## src/rtl/bus_arbiter.sv

```systemverilog
// Two-master round-robin arbiter for the shared byte-wide transaction bus.
// The winning master's command word is latched and sent low byte first
// (opcode, then address bytes) under a valid/ready handshake.
//
// state | meaning
// IDLE  | no transaction; arbitrate between pending requests
// SEND  | word latched, streaming bytes to the bus controller
module bus_arbiter #(
    parameter int ADDRW = 24
) (
    input  logic             clk,
    input  logic             rst_n,
    input  logic             sha_req,
    input  logic             aes_req,
    input  logic [ADDRW+7:0] sha_data_in,
    input  logic [ADDRW+7:0] aes_data_in,
    input  logic             bus_ready,
    output logic [7:0]       data_out,
    output logic             valid_out,
    output logic             aes_grant,
    output logic             sha_grant
);

    localparam int W  = ADDRW + 8;
    localparam int NB = W / 8;
    localparam int CW = $clog2(NB);
    localparam logic [CW-1:0] LAST_IDX = CW'(NB - 1);

    typedef enum logic {
        IDLE,
        SEND
    } state_t;

    state_t          r_state;
    logic [W-1:0]    r_shift;
    logic [CW-1:0]   r_cnt;
    logic            r_last_aes;
    logic            r_valid;
    logic            r_aes_grant;
    logic            r_sha_grant;

    logic            w_any_req;
    logic            w_aes_wins;
    logic [W-1:0]    w_win_word;
    logic            w_xfer;

    // AES wins when it is the only requester, or on a tie when SHA was served last.
    assign w_any_req  = aes_req | sha_req;
    assign w_aes_wins = aes_req & (~sha_req | ~r_last_aes);
    assign w_win_word = w_aes_wins ? aes_data_in : sha_data_in;
    assign w_xfer     = r_valid & bus_ready;

    // Arbitration and byte serialization; the low byte of the shift register is the bus byte.
    always_ff @(posedge clk or negedge rst_n) begin
        if (!rst_n) begin
            r_state     <= IDLE;
            r_shift     <= '0;
            r_cnt       <= '0;
            r_last_aes  <= 1'b0;
            r_valid     <= 1'b0;
            r_aes_grant <= 1'b0;
            r_sha_grant <= 1'b0;
        end else begin
            case (r_state)
                IDLE: begin
                    if (w_any_req) begin
                        r_state     <= SEND;
                        r_shift     <= w_win_word;
                        r_cnt       <= '0;
                        r_valid     <= 1'b1;
                        r_aes_grant <= w_aes_wins;
                        r_sha_grant <= ~w_aes_wins;
                    end
                end
                SEND: begin
                    if (w_xfer) begin
                        if (r_cnt == LAST_IDX) begin
                            r_state     <= IDLE;
                            r_shift     <= '0;
                            r_cnt       <= '0;
                            r_valid     <= 1'b0;
                            r_last_aes  <= r_aes_grant;
                            r_aes_grant <= 1'b0;
                            r_sha_grant <= 1'b0;
                        end else begin
                            r_shift <= r_shift >> 8;
                            r_cnt   <= r_cnt + 1'b1;
                        end
                    end
                end
                default: begin
                    r_state     <= IDLE;
                    r_shift     <= '0;
                    r_cnt       <= '0;
                    r_valid     <= 1'b0;
                    r_aes_grant <= 1'b0;
                    r_sha_grant <= 1'b0;
                end
            endcase
        end
    end

    assign data_out  = r_shift[7:0];
    assign valid_out = r_valid;
    assign aes_grant = r_aes_grant;
    assign sha_grant = r_sha_grant;

endmodule

```

## config.mk

```make
export PLATFORM = sky130hd
export DESIGN_NAME = bus_arbiter
export DESIGN_NICKNAME = d
export VERILOG_FILES = /design/src/rtl/bus_arbiter.sv
export SDC_FILE = /design/constraint.sdc
export NUM_CORES = 1
export LEC_CHECK = 0
export CORE_MARGIN = 1
export CORE_UTILIZATION = 35
export CTS_CLUSTER_DIAMETER = 50
export DETAILED_ROUTE_END_ITERATION = 10
export HOLD_SLACK_MARGIN = 0.08
export PLACE_DENSITY = 0.68
export SYNTH_ARGS = -nofsm -noshare
export SYNTH_HDL_FRONTEND = slang
export SYNTH_SLANG_ARGS = --single-unit
```

## constraint.sdc

```tcl
create_clock -name clk -period 1.4 [get_ports clk]
set_input_delay 0.21 -clock clk [delete_from_list [all_inputs] [get_ports clk]]
set_output_delay 0.21 -clock clk [all_outputs]
set_load 0.01 [all_outputs]
```

==> flow_metrics.env <==
export IMPL_cts_root_buf="clkbuf_8"
export IMPL_period_minus_slack_ps=1390
export IMPL_placement_io_buffers=79
export IMPL_detailedPlacementHpwl_um=4190
export IMPL_initial_antenna_violation_count=0
export IMPL_path_clk_slew_ps=80
export IMPL_type_of_the_worst_setup_path="flop to flop"
export IMPL_worst_ir_drop_on_vdd_uv=718
export IMPL_area_fraction_in_compound_gates_after_synthesis_pct=29.4
export IMPL_period_share_pct=99.5
export IMPL_post_synth_and_or_nand_nor_area_fraction_pct=15.9
export IMPL_cts_buffers_inserted=5
export IMPL_timing_critical_path_cells="ha_2 > nand3_1 > a21oi_2 > mux2_2"
export IMPL_cellPowerDensity_nw_per_um2=1350
export IMPL_first_global_vias=2050
export IMPL_crit_path_start_kind="flop"
export IMPL_synthesis_area_per_instance_um2=9.61
export IMPL_wl_um=6500
export IMPL_globalRouteTotalUtil_pct=18.8
export IMPL_cell_count_after_synthesis=231
export IMPL_antenna_cells=0
export IMPL_drt_wirelength_per_cell_um=17.0
export IMPL_finish_utilization_pct=55.4
export IMPL_setup_worst_path_end_class="flop"
export IMPL_synth_seq_area_share_pct=44.0
export IMPL_critical_path_slowest_cell="dfrtp_1"
export IMPL_layout_common_cells="clkdlybuf4s50_1 (67), dfrtp_1 (38), a21oi_1 (33)"
export IMPL_design_final_nets=376
export IMPL_setup_total_negative_slack_ps=0
export IMPL_fmax_ghz=0.718
export IMPL_placeableCoreArea_um2=6030
export IMPL_die_area_um2=6660
export IMPL_drtAntennaViolNets=0
export IMPL_worst_skew_pair_late_latency_ps=300
export IMPL_yosysWarningCount=0
export IMPL_vias_per_cell=5.76
export IMPL_initialDrtViolationCount=172
export IMPL_place_worst_setup_slack_ps=-251
export IMPL_htree_levels=2
export IMPL_worst_pin_slew_ps=470
export IMPL_final_hold_violation_count=0
export IMPL_yosys_area_share_xor_xnor_pct=0
export IMPL_tritoncts="done"
export IMPL_r2r_cells=4
export IMPL_drive_above_1_share_pct=16.6
export IMPL_synth_mux_area_share_pct=1.01
export IMPL_crit_path_max_fanout=3
export IMPL_placementRows=28
export IMPL_globalRoute_totalOverflow=0
export IMPL_layout_cells_most_common="clkdlybuf4s50_1"
export IMPL_io_pins=80
export IMPL_floorplan_die_height_um=81.6
export IMPL_cellLeakagePower_uw=0.00131
export IMPL_main_combinational_cell_family_by_area_after_synthesis="compound AO/OA/AOI/OAI gates"
export IMPL_die_w_um=81.6
export IMPL_grt_start_max_net_pins=35
export IMPL_report_final_setup_viol=0
export IMPL_worst_slack_ps=7.61
export IMPL_synth_lib_cells_used_distinct=26
export IMPL_drc=0
export IMPL_clk_path_buf_depth=2
export IMPL_maxSlewViolCount=0
export IMPL_yosys_area_share_adder_pct=0.564
export IMPL_hold_path_class="input pin to async pin"
export IMPL_crit_path_max_incr_delay_ps=400
export IMPL_critPathRequiredTime_ps=1580
export IMPL_area_growth_synth_to_final_pct=50.3
export IMPL_dr_pass1_iters=5
export IMPL_mappedNetlistArea_um2=2220
export IMPL_gp_routability_congestion=0.827
export IMPL_grt_pass1_wl_um=9630
export IMPL_clock_skew_final_ps=12.2
export IMPL_cp_arrival_ps=1570
export IMPL_syn_nets=301
export IMPL_result_of_the_run="complete, no violations"
export IMPL_slew_headroom_pct=68.7
export IMPL_initial_core_util_pct=36.8
export IMPL_dr_total_vias=2202
export IMPL_clock_sinks=39
export IMPL_yosys_register_bits=39
export IMPL_maxCapViolCount=0
==> path summary, 6_finish.rpt <==
path	endpoint	slack (ps)	startpoint
worst max-delay path	sha_grant	8	r_cnt[0]
worst min-delay path	r_shift[7]	400	rst_n
worst max register to register	sha_grant	8	r_cnt[0]
worst min register to register	sha_grant	510	sha_grant
max in group asynchronous	r_state	510	rst_n
min in group clk	r_shift[31]	490	aes_data_in[31]
==> cell type report <==
type | instances | area [um^2]
clock inverters | 3 | 15.0
fillers | 531 | 2690
clock buffers | 5 | 68.8
multi-input cells | 156 | 1100
repair buffers | 102 | 1080
well taps | 75 | 93.8
flip-flops and latches | 39 | 977
inverters | 2 | 7.51
==> critical path, delay by kind of cell (launching register included) <==
kind,cells,cell delay [ps]
AND/OR/NAND/NOR,1,110
adder cells (fa/ha/maj),1,240
AO/OA/AOI/OAI,1,190
multiplexers,1,340
flip-flops,1,400
==> per-stage QoR <==
stage	cell area (um^2)	std cells	hold slack [ps]	power [uW]
5_1_grt	3340	382	442	4810
2_1_floorplan	2230	231	-85.6	3090
4_1_cts	3240	380	414	4490
3_5_place_dp	3140	370	187	3780
6_report	3340	382	400	4510
3_3_place_gp	3140	370	185	3720
==> synthesized netlist by cell type <==
| library cell | count | area, um^2 |
|---|---|---|
| dfrtp_1 | 39 | 976 |
| a21oi_1 | 37 | 185 |
| nand3b_1 | 32 | 240 |
| a31oi_1 | 28 | 175 |
| a32oi_1 | 24 | 210 |
| clkbuf_1 | 23 | 86.3 |
| nand3_1 | 9 | 45.0 |
| buf_4 | 8 | 60.1 |
| nand2_1 | 5 | 18.8 |
| a31oi_2 | 4 | 50.1 |
| buf_6 | 4 | 45.0 |
| inv_1 | 2 | 7.51 |
| mux2_2 | 2 | 22.5 |
| nor3_1 | 2 | 10.0 |
| a21bo_1 | 1 | 10.0 |
| a21bo_2 | 1 | 10.0 |
| and2_4 | 1 | 8.76 |
| and2b_1 | 1 | 7.51 |
| and3_1 | 1 | 6.26 |
| buf_2 | 1 | 5.00 |
| ha_1 | 1 | 12.5 |
| nor2_1 | 1 | 3.75 |
| nor2b_1 | 1 | 6.26 |
| o21ai_0 | 1 | 5.00 |
| o22ai_1 | 1 | 6.26 |
| or3_1 | 1 | 6.26 |
==> flip-flops by register name (all words and copies together), names as in the netlist <==
| signal | count |
|---|---|
| aes_grant | 1 |
| r_cnt | 2 |
| r_last_aes | 1 |
| r_shift | 32 |
| r_state | 1 |
| sha_grant | 1 |
| valid_out | 1 |
==> per-layer routing <==
metal | GRT usage (%) | vias to the layer above | wire (um)
met4 | 5.61 | 0 | 61
met5 | 0 | - | 0
met2 | 31.3 | 111 | 3090
met1 | 24.9 | 1037 | 2800
met3 | 3.44 | 8 | 556
li1 | - | 1046 | -
==> power breakdown <==
part,internal [uW],total [uW],switching (uW)
sequential,1660,1970,312
combinational,1010,1800,790
clock,341,742,401
==> logic make-up (layout without fill, tap and decap cells) <==
group           after synthesis  in the layout
compound gates               97             97
simple gates                 54             56
flops                        39             39
buf+inv                      38            112
mux                           2              2
fa+ha+maj                     1              1
==> repair_timing <==
action / CTS / global route
endpoints found under the hold margin: 18 / 0
setup buffers: 1 / 0
hold buffers: 1 / 0
gates cloned: 0 / 2
resized for setup: 2 / 27
endpoints found under the setup margin: 3 / 44
pin swaps: 0 / 1
Note: power is estimated with default switching activity, not from simulation.
